$ cat src/rtl/crc16_chk_ctrl_if.sv
// ---------------------------------------------------------------------------
// crc16_chk_ctrl_if
// Groups the two handshake channels of the CRC16 check sequencer:
//   rx_*  : framed byte stream from the receive path (valid/ready, rx_last
//           marks the final byte of a frame)
//   res_* : per-frame pass/fail result to downstream (valid/ready)
// Modports:
//   slave  : the sequencer (consumes bytes, produces results)
//   master : the environment (produces bytes, consumes results)
// ---------------------------------------------------------------------------
interface crc16_chk_ctrl_if;
    logic       rx_valid;
    logic [7:0] rx_byte;
    logic       rx_last;
    logic       rx_ready;
    logic       res_valid;
    logic       res_ready;
    logic       res_err;
    logic       res_len_err;

    modport slave (
        input  rx_valid, rx_byte, rx_last, res_ready,
        output rx_ready, res_valid, res_err, res_len_err
    );

    modport master (
        output rx_valid, rx_byte, rx_last, res_ready,
        input  rx_ready, res_valid, res_err, res_len_err
    );
endinterface

$ cat src/rtl/crc16_chk_ctrl.sv
// ---------------------------------------------------------------------------
// crc16_chk_ctrl
// Sequencer for the crc16_chk datapath. Collects 8 data bytes plus 2 CRC
// bytes, presents them on crc16_DI/crc16_I, pulses crc16_enable for one
// cycle, waits CHK_LAT cycles, captures crc16_err and hands the result
// downstream. Frames whose length is not 10 bytes are reported with
// res_len_err and never reach the checker.
// Ports:
//   clk, rst        clock (rising edge), synchronous active-high reset
//   bus             rx_* byte stream in, res_* result out (slave modport)
//   crc16_enable    one-cycle start pulse to the checker
//   crc16_DI/I      assembled data word / received CRC (held between frames)
//   crc16_err       checker mismatch flag, sampled CHK_LAT cycles after enable
//   frm_cnt         delivered results (wrapping)
//   err_cnt         results with any error flag (saturating)
//   busy            high whenever not IDLE
// All outputs are registered.
// ---------------------------------------------------------------------------
module crc16_chk_ctrl #(
    parameter int CHK_LAT   = 1,
    parameter int ERR_CNT_W = 8,
    parameter int FRM_CNT_W = 16
) (
    input  logic                 clk,
    input  logic                 rst,
    crc16_chk_ctrl_if.slave      bus,
    output logic                 crc16_enable,
    output logic [63:0]          crc16_DI,
    output logic [15:0]          crc16_I,
    input  logic                 crc16_err,
    output logic [FRM_CNT_W-1:0] frm_cnt,
    output logic [ERR_CNT_W-1:0] err_cnt,
    output logic                 busy
);
    localparam int LAT_W = (CHK_LAT < 2) ? 1 : $clog2(CHK_LAT + 1);

    typedef enum logic [2:0] {
        S_IDLE    = 3'd0,
        S_COLLECT = 3'd1,
        S_DRAIN   = 3'd2,
        S_FIRE    = 3'd3,
        S_WAIT    = 3'd4,
        S_REPORT  = 3'd5
    } state_t;

    state_t               state_q, state_d;
    logic [3:0]           idx_q, idx_d;
    logic [LAT_W-1:0]     lat_q, lat_d;
    logic [63:0]          di_q, di_d;
    logic [15:0]          i_q, i_d;
    logic                 res_err_q, res_err_d;
    logic                 res_len_err_q, res_len_err_d;
    logic [FRM_CNT_W-1:0] frm_cnt_q, frm_cnt_d;
    logic [ERR_CNT_W-1:0] err_cnt_q, err_cnt_d;
    logic                 rx_ready_q, rx_ready_d;
    logic                 res_valid_q, res_valid_d;
    logic                 enable_q, enable_d;
    logic                 busy_q, busy_d;
    logic                 acc_s;

    // Saturating increment for the error statistic.
    function automatic logic [ERR_CNT_W-1:0] sat_inc(input logic [ERR_CNT_W-1:0] v);
        if (&v) begin
            return v;
        end else begin
            return v + ERR_CNT_W'(1);
        end
    endfunction

    // Next-state, datapath capture and registered-output decode.
    always_comb begin
        state_d       = state_q;
        idx_d         = idx_q;
        lat_d         = lat_q;
        di_d          = di_q;
        i_d           = i_q;
        res_err_d     = res_err_q;
        res_len_err_d = res_len_err_q;
        frm_cnt_d     = frm_cnt_q;
        err_cnt_d     = err_cnt_q;
        // rx_ready_q mirrors the current state, so this is the accept strobe.
        acc_s         = bus.rx_valid & rx_ready_q;

        case (state_q)
            S_IDLE: begin
                if (acc_s) begin
                    di_d[63:56] = bus.rx_byte;
                    if (bus.rx_last) begin
                        // One-byte frame: report without running the checker.
                        res_len_err_d = 1'b1;
                        res_err_d     = 1'b0;
                        state_d       = S_REPORT;
                    end else begin
                        idx_d   = 4'd1;
                        state_d = S_COLLECT;
                    end
                end else begin
                    state_d = S_IDLE;
                end
            end
            S_COLLECT: begin
                if (acc_s) begin
                    case (idx_q)
                        4'd0:    di_d[63:56] = bus.rx_byte;
                        4'd1:    di_d[55:48] = bus.rx_byte;
                        4'd2:    di_d[47:40] = bus.rx_byte;
                        4'd3:    di_d[39:32] = bus.rx_byte;
                        4'd4:    di_d[31:24] = bus.rx_byte;
                        4'd5:    di_d[23:16] = bus.rx_byte;
                        4'd6:    di_d[15:8]  = bus.rx_byte;
                        4'd7:    di_d[7:0]   = bus.rx_byte;
                        4'd8:    i_d[15:8]   = bus.rx_byte;
                        4'd9:    i_d[7:0]    = bus.rx_byte;
                        default: di_d        = di_q;
                    endcase
                    if (bus.rx_last) begin
                        if (idx_q == 4'd9) begin
                            state_d = S_FIRE;
                        end else begin
                            res_len_err_d = 1'b1;
                            res_err_d     = 1'b0;
                            state_d       = S_REPORT;
                        end
                    end else if (idx_q == 4'd9) begin
                        // Frame is already too long; swallow the rest.
                        state_d = S_DRAIN;
                    end else begin
                        idx_d = idx_q + 4'd1;
                    end
                end else begin
                    state_d = S_COLLECT;
                end
            end
            S_DRAIN: begin
                if (acc_s && bus.rx_last) begin
                    res_len_err_d = 1'b1;
                    res_err_d     = 1'b0;
                    state_d       = S_REPORT;
                end else begin
                    state_d = S_DRAIN;
                end
            end
            S_FIRE: begin
                lat_d   = LAT_W'(1);
                state_d = S_WAIT;
            end
            S_WAIT: begin
                // lat_q counts cycles since FIRE; the checker result is valid
                // on the cycle where it equals CHK_LAT.
                if (lat_q == LAT_W'(CHK_LAT)) begin
                    res_err_d     = crc16_err;
                    res_len_err_d = 1'b0;
                    state_d       = S_REPORT;
                end else begin
                    lat_d = lat_q + LAT_W'(1);
                end
            end
            S_REPORT: begin
                if (bus.res_ready) begin
                    frm_cnt_d = frm_cnt_q + FRM_CNT_W'(1);
                    if (res_err_q || res_len_err_q) begin
                        err_cnt_d = sat_inc(err_cnt_q);
                    end else begin
                        err_cnt_d = err_cnt_q;
                    end
                    res_err_d     = 1'b0;
                    res_len_err_d = 1'b0;
                    idx_d         = 4'd0;
                    state_d       = S_IDLE;
                end else begin
                    state_d = S_REPORT;
                end
            end
            default: begin
                idx_d   = 4'd0;
                state_d = S_IDLE;
            end
        endcase

        rx_ready_d  = (state_d == S_IDLE) || (state_d == S_COLLECT) || (state_d == S_DRAIN);
        enable_d    = (state_d == S_FIRE);
        res_valid_d = (state_d == S_REPORT);
        busy_d      = (state_d != S_IDLE);
    end

    // State and output registers with synchronous reset.
    always_ff @(posedge clk) begin
        if (rst) begin
            state_q       <= S_IDLE;
            idx_q         <= 4'd0;
            lat_q         <= '0;
            di_q          <= 64'd0;
            i_q           <= 16'd0;
            res_err_q     <= 1'b0;
            res_len_err_q <= 1'b0;
            frm_cnt_q     <= '0;
            err_cnt_q     <= '0;
            rx_ready_q    <= 1'b0;
            res_valid_q   <= 1'b0;
            enable_q      <= 1'b0;
            busy_q        <= 1'b0;
        end else begin
            state_q       <= state_d;
            idx_q         <= idx_d;
            lat_q         <= lat_d;
            di_q          <= di_d;
            i_q           <= i_d;
            res_err_q     <= res_err_d;
            res_len_err_q <= res_len_err_d;
            frm_cnt_q     <= frm_cnt_d;
            err_cnt_q     <= err_cnt_d;
            rx_ready_q    <= rx_ready_d;
            res_valid_q   <= res_valid_d;
            enable_q      <= enable_d;
            busy_q        <= busy_d;
        end
    end

    assign bus.rx_ready    = rx_ready_q;
    assign bus.res_valid   = res_valid_q;
    assign bus.res_err     = res_err_q;
    assign bus.res_len_err = res_len_err_q;
    assign crc16_enable    = enable_q;
    assign crc16_DI        = di_q;
    assign crc16_I         = i_q;
    assign frm_cnt         = frm_cnt_q;
    assign err_cnt         = err_cnt_q;
    assign busy            = busy_q;
endmodule

$ cat src/flat_wrapper.sv
// flat-port wrapper written by rule: the top's interface ports become plain ports
module crc16_chk_ctrl_flat 
#(
    parameter int CHK_LAT   = 1,
    parameter int ERR_CNT_W = 8,
    parameter int FRM_CNT_W = 16
)
  (clk, rst, crc16_enable, crc16_DI, crc16_I, crc16_err, frm_cnt, err_cnt, busy, bus_rx_valid, bus_rx_byte, bus_rx_last, bus_res_ready, bus_rx_ready, bus_res_valid, bus_res_err, bus_res_len_err);
  crc16_chk_ctrl_if bus_i ();
  input  logic clk;
  input  logic rst;
  output logic crc16_enable;
  output logic [63:0] crc16_DI;
  output logic [15:0] crc16_I;
  input  logic crc16_err;
  output logic [FRM_CNT_W-1:0] frm_cnt;
  output logic [ERR_CNT_W-1:0] err_cnt;
  output logic busy;
  input wire logic [$bits(bus_i.rx_valid)-1:0] bus_rx_valid;
  input wire logic [$bits(bus_i.rx_byte)-1:0] bus_rx_byte;
  input wire logic [$bits(bus_i.rx_last)-1:0] bus_rx_last;
  input wire logic [$bits(bus_i.res_ready)-1:0] bus_res_ready;
  output wire logic [$bits(bus_i.rx_ready)-1:0] bus_rx_ready;
  output wire logic [$bits(bus_i.res_valid)-1:0] bus_res_valid;
  output wire logic [$bits(bus_i.res_err)-1:0] bus_res_err;
  output wire logic [$bits(bus_i.res_len_err)-1:0] bus_res_len_err;
  assign bus_i.rx_valid = bus_rx_valid;
  assign bus_i.rx_byte = bus_rx_byte;
  assign bus_i.rx_last = bus_rx_last;
  assign bus_i.res_ready = bus_res_ready;
  assign bus_rx_ready = bus_i.rx_ready;
  assign bus_res_valid = bus_i.res_valid;
  assign bus_res_err = bus_i.res_err;
  assign bus_res_len_err = bus_i.res_len_err;
  crc16_chk_ctrl #(.CHK_LAT(CHK_LAT), .ERR_CNT_W(ERR_CNT_W), .FRM_CNT_W(FRM_CNT_W)) u_core (.clk(clk), .rst(rst), .bus(bus_i), .crc16_enable(crc16_enable), .crc16_DI(crc16_DI), .crc16_I(crc16_I), .crc16_err(crc16_err), .frm_cnt(frm_cnt), .err_cnt(err_cnt), .busy(busy));
endmodule
$ cat config.mk
export PLATFORM = sky130hd
export DESIGN_NAME = crc16_chk_ctrl_flat
export DESIGN_NICKNAME = d
export VERILOG_FILES = /design/src/rtl/crc16_chk_ctrl_if.sv /design/src/rtl/crc16_chk_ctrl.sv /design/src/flat_wrapper.sv
export SDC_FILE = /design/constraint.sdc
export NUM_CORES = 1
export LEC_CHECK = 0
export BUFFER_PORTS_ARGS = -buffer_cell sky130_fd_sc_hd__buf_2
export CAP_MARGIN = 40
export CORE_MARGIN = 1.5
export CORE_UTILIZATION = 48
export DETAILED_ROUTE_END_ITERATION = 8
export PLACE_DENSITY = 0.87
export SLEW_MARGIN = 15
export SYNTH_ARGS = -nofsm -noshare
export SYNTH_HDL_FRONTEND = slang
export SYNTH_SLANG_ARGS = --single-unit
$ cat constraint.sdc
create_clock -name clk -period 1.8 [get_ports clk]
set_clock_uncertainty 0.05 [all_clocks]
set_input_delay 0.36 -clock clk [delete_from_list [all_inputs] [get_ports clk]]
set_output_delay 0.36 -clock clk [all_outputs]
set_load 0.03 [all_outputs]
# Word level (Yosys, flattened, before mapping)
# Cells that the tools add are included.
# word_totals
regBits,118
in_bits,14
out_inout_bits,110
wordCells,131
# classes
n_addsub,4
eq_ne,29
mux,47
bitwise_logic,3
reduce_logical,27
# ops
operator,n
8-bit 2-to-1 mux,9
64-bit 2-to-1 mux,1
3-bit 2-to-1 mux,9
3-bit AND reduction,9
4-bit 2-to-1 mux,6
3-bit one-hot mux with 6 select lines,1
"16-bit by 1-bit adder with 16-bit output, second input constant",1
"4-bit by 3-bit equality test with 1-bit output, second input constant",4
1-bit 2-to-1 mux,16
4-bit one-hot mux with 4 select lines,1
8-bit one-hot mux with 2 select lines,1
"2-bit != test, second input constant",7
"3-bit by 2-bit equality test with 1-bit output, second input constant",4
1-bit one-hot mux with 5 select lines,2
"3-bit equality test, second input constant",3
9-bit AND reduction,1
"8-bit by 1-bit adder with 8-bit output, second input constant",1
"4-bit by 2-bit equality test with 1-bit output, second input constant",2
"4-bit equality test, second input constant",2
"2-bit by 1-bit != test with 1-bit output, second input constant",4
4-bit AND reduction,2
8-bit AND reduction,1
7-bit AND reduction,1
"3-bit by 1-bit equality test with 1-bit output, second input constant",2
other kinds (15),20

# Depth between registers and ports, before layout
# depth
ltp_word,8
mapped_depth,7
depth_no_buf,6

# Worst setup path after synthesis
# OpenSTA, ideal clock, no wires.
# synth_path
path_type,register -> register
from,"reg u_core.frm_cnt_q[3], in the netlist u_core.frm_cnt[3]"
to,"reg u_core.frm_cnt_q[14], in the netlist u_core.frm_cnt[14]"
setup_time_ns,0.070
t_arrival_ns,1.763
required_ns,1.680
path_slack_ns,-0.084
stages_incl_launch_ff,6
path_buffers,1
period_less_slack_ns,1.884
path_cell_list,dfxtp_1 -> and4_1 -> nand4_1 -> clkbuf_1 -> or4_1 -> a21oi_1
# synth_via
elab_chain_len,1
# synth_lines
element,line,source
start: declaration,crc16_chk_ctrl.sv:53,"logic [FRM_CNT_W-1:0] frm_cnt_q, frm_cnt_d;"
start signal: assignment,crc16_chk_ctrl.sv:210,frm_cnt_q <= frm_cnt_d;
16-bit by 1-bit adder with 16-bit output,crc16_chk_ctrl.sv:160,frm_cnt_d = frm_cnt_q + FRM_CNT_W'(1);
# Every way passes these cells.
# A chain may end at the register's enable or synchronous reset.

# Worst setup path in the final report
# layout_path
from,reg u_core.state_q[1]
to,"reg u_core.err_cnt_q[5], in the netlist u_core.err_cnt[5]"
# layout_via
elab_chain_len,2
# layout_lines
element,line,source
start: declaration,crc16_chk_ctrl.sv:46,"state_t state_q, state_d;"
start signal: assignment,crc16_chk_ctrl.sv:203,state_q <= state_d;
3-bit equality test,crc16_chk_ctrl.sv:84,case (state_q)
4-bit AND reduction (no source line),--,
end signal: assignment,crc16_chk_ctrl.sv:211,err_cnt_q <= err_cnt_d;
end: declaration,crc16_chk_ctrl.sv:54,"logic [ERR_CNT_W-1:0] err_cnt_q, err_cnt_d;"
# Every way passes these cells.

==> flow_summary.ini <==
[routing]
via_per_inst = 5.38
ant_nets = 0
route.detailed.drc = 0
wl_per_cell_microns = 16.1
routed-via-count = 4317
drt_pass1_iterations = 4
drt_iter0_drc = 179
drt_wl_total_microns = 12900

[pwr]
p_sw_mw = 1.87
p_seq_frac = 0.395
peakVddDrop_v = 0.000691
comb_power_share = 0.131
p_per_area_mw_per_mm2 = 1060
p_int_mw = 5.10
clkPwrFrac = 0.474
power_mw = 6.97
p_leak_nw = 3.32
switching_share = 0.268

[clocking]
cts_max_level = 4
clock-sinks = 118
cts_tree = done
clockBufferDepth = 2
cts.clk_slew.worst_paths_ps = 60
clk_latency_ps = 510
postCtsHoldBufs = 0
cts_buffers = 17
cts_root_buf = clkbuf_8

[yosys]
synth_fa_ha_area_frac = 0.0152
synthMuxAreaShare = 0.169
synthSimpleGateAreaFrac = 0.192
synth_xor_area_frac = 0.0160
syn_avg_cell_area_sq_um = 9.61
synth_seq_cells = 118
synth_nets = 533
synth_top_family_by_area = simple AND/OR/NAND/NOR gates
synth_cell_types = 51
async_flop_share = 0
synth-edff-count = 0
yosysSeqAreaShare = 0.479
synthesis.area_sq_mm = 0.00493
synth_compound_area_frac = 0.0850
synth_top_flop_cell = dfxtp_1
ys_warn_count = 0
syn_inst = 513

[cells_and_area]
area_growth_pct = 33.1
multi_input_area_sq_mm = 0.00243
drive_above_1_share = 0.339
seq_area_sq_mm = 0.00237
most-common-layout-cells = buf_2, dfxtp_1, nor2_1
nFillCells = 745
fin_nets = 676
diodes = 0
fin_util = 0.665
final_common_cell = buf_2
finalNonFillerCells = 802

[grt]
met2_usage = 0.395
use_met1 = 0.284
grt_antenna_before_repair = 0
track_usage = 0.237
grt_first_pass_wirelength_microns = 20600
top_usage_layer = met2
met3_usage = 0.0702
grt_pass1_vias = 4116
grt-ovfl-total = 0
grt_max_degree = 63

[timing]
layout_worst_path_cycle_share = 0.964
fin_setup_tns_ps = 0
final_max_slew_viol_count = 0
worstMarginPinSlew_ps = 485
max_freq_mhz = 576
post-route-min-period_ps = 1730
setup_violations = 0
finalHoldViolations = 0
rsz0062_at_grt = yes
slew_headroom = 0.677

[floorplanning]
start_util = 0.500
coreArea_sq_mm = 0.00986
die_x_microns = 104
dieArea_sq_mm = 0.0109
rows = 36
io_pins = 124
fp.dieH_microns = 104

[setup_path]
cp_max_fo = 10
reg2reg_from = u_core.state_q[1]
worstSetupPathType = reg2reg
rr_worst_depth = 4
cp.arrival_ps = 2120
end_kind = flip-flop
rrSetupSlack_ps = 70
required_ps = 2180
crit_path_start_kind = flip-flop
r2r-end = u_core.err_cnt[5]

[place]
portBuffers = 123
dp_hpwl_microns = 8780
dp_cells = 769
place_congestion = 0.938

[run]
drv_cap = 0

[hold_path]
min_from = crc16_err
hp-class = in2reg
min_to = u_core.bus.res_err
hold_path_depth = 2

[outcome]
status = finished clean
## stage by stage
step,instance area [sq um],worst slack (ps),hold WS (ps)
3_5_place_dp,5900,-94.9,419
3_3_place_gp,5900,34.1,409
4_1_cts,6510,0.407,40.5
6_report,6560,65.2,54.6
2_1_floorplan,4940,3.16,422
5_1_grt,6560,-12.6,49.8
## worst max-delay path by stage
| stage | startpoint | endpoint | slack (ps) |
|---|---|---|---|
| global placement | u_core.idx_q[0] | u_core.crc16_DI[62] | 30 |
| CTS | u_core.state_q[1] | u_core.crc16_DI[28] | 0.4 |
| global route | u_core.err_cnt[0] | u_core.err_cnt[1] | -10 |
| detailed placement | u_core.idx_q[0] | u_core.crc16_DI[63] | -90 |
| floorplan | u_core.idx_q[0] | u_core.crc16_DI[56] | 3 |
| finish | u_core.state_q[1] | u_core.err_cnt[5] | 70 |
## power by group through the flow
stage                     sequential, mW  combinational (mW)  clock (mW)
after detailed placement            2.80               0.846           0
after global routing                2.76               0.982        3.48
after global placement              2.80               0.822           0
after floorplan                     2.88               0.492           0
final                               2.75               0.913        3.30
after CTS                           2.75               0.874        3.35
## flip-flops by register name (all words and copies together), names as in the netlist, 3 cells and up
signal	flops
u_core.state_q	3
u_core.idx_q	4
u_core.crc16_I	16
u_core.crc16_DI	64
u_core.frm_cnt	16
u_core.err_cnt	8
## metal layers
| layer | share of wire | routed length [microns] | vias up |
|---|---|---|---|
| li1 | - | - | 2085 |
| met1 | 0.42 | 5480 | 2049 |
| met2 | 0.49 | 6340 | 161 |
| met3 | 0.067 | 869 | 22 |
| met4 | 0.017 | 218 | 0 |
| met5 | 0 | 0 | - |
## worst max-delay path: stages (launching register included)
cell and delay [ps]:
dfxtp_2 370, and4b_1 330, o211ai_2 220, or4_1 530, a21oi_1 170
## synthesized netlist by cell type, types with 2 or more instances
cell | number | area, sq um
dfxtp_1 | 118 | 2360
and4_1 | 3 | 26.3
buf_6 | 2 | 22.5
nand3b_1 | 3 | 22.5
mux2i_1 | 81 | 811
o31ai_1 | 8 | 60.1
a21oi_1 | 16 | 80.1
nand4_2 | 4 | 50.1
nor3_1 | 8 | 40.0
and3_1 | 5 | 31.3
nor3b_1 | 3 | 22.5
or3_1 | 5 | 31.3
nor2b_1 | 7 | 43.8
nor2_1 | 100 | 375
clkbuf_1 | 27 | 101
a31oi_1 | 2 | 12.5
o21ai_0 | 8 | 40.0
nand2_1 | 15 | 56.3
buf_2 | 11 | 55.1
xnor2_1 | 2 | 17.5
nand4b_1 | 4 | 35.0
nand3_1 | 11 | 55.1
a32oi_1 | 3 | 26.3
o311a_1 | 2 | 20.0
ha_1 | 6 | 75.1
or4_1 | 8 | 60.1
nand4_1 | 4 | 25.0
a21boi_0 | 9 | 67.6
mux2_2 | 2 | 22.5
xor2_1 | 7 | 61.3
inv_1 | 9 | 33.8
## what timing repair did
action                                  in CTS  in global routing
setup buffers                                0                  1
endpoints found under the setup margin      22                 47
gates cloned                                 0                  0
hold endpoints to repair                     0                  0
pin swaps                                    1                  3
resized for setup                            9                 10
## cells by family after synthesis
family | count (synthesis)
multiplexers | 83
adder cells (fa/ha/maj) | 6
flip-flops | 118
AND/OR/NAND/NOR | 188
AO/OA/AOI/OAI | 60
buffers and inverters | 49
XOR/XNOR | 9
## cell type report
class	count	area share
clock inverters	13	0.0223
clock buffers	19	0.0673
multi-input cells	346	0.371
well taps	133	0.0254
flip-flops and latches	118	0.362
repair buffers	164	0.147
inverters	9	0.00515
(Power assumes the default switching activity.)
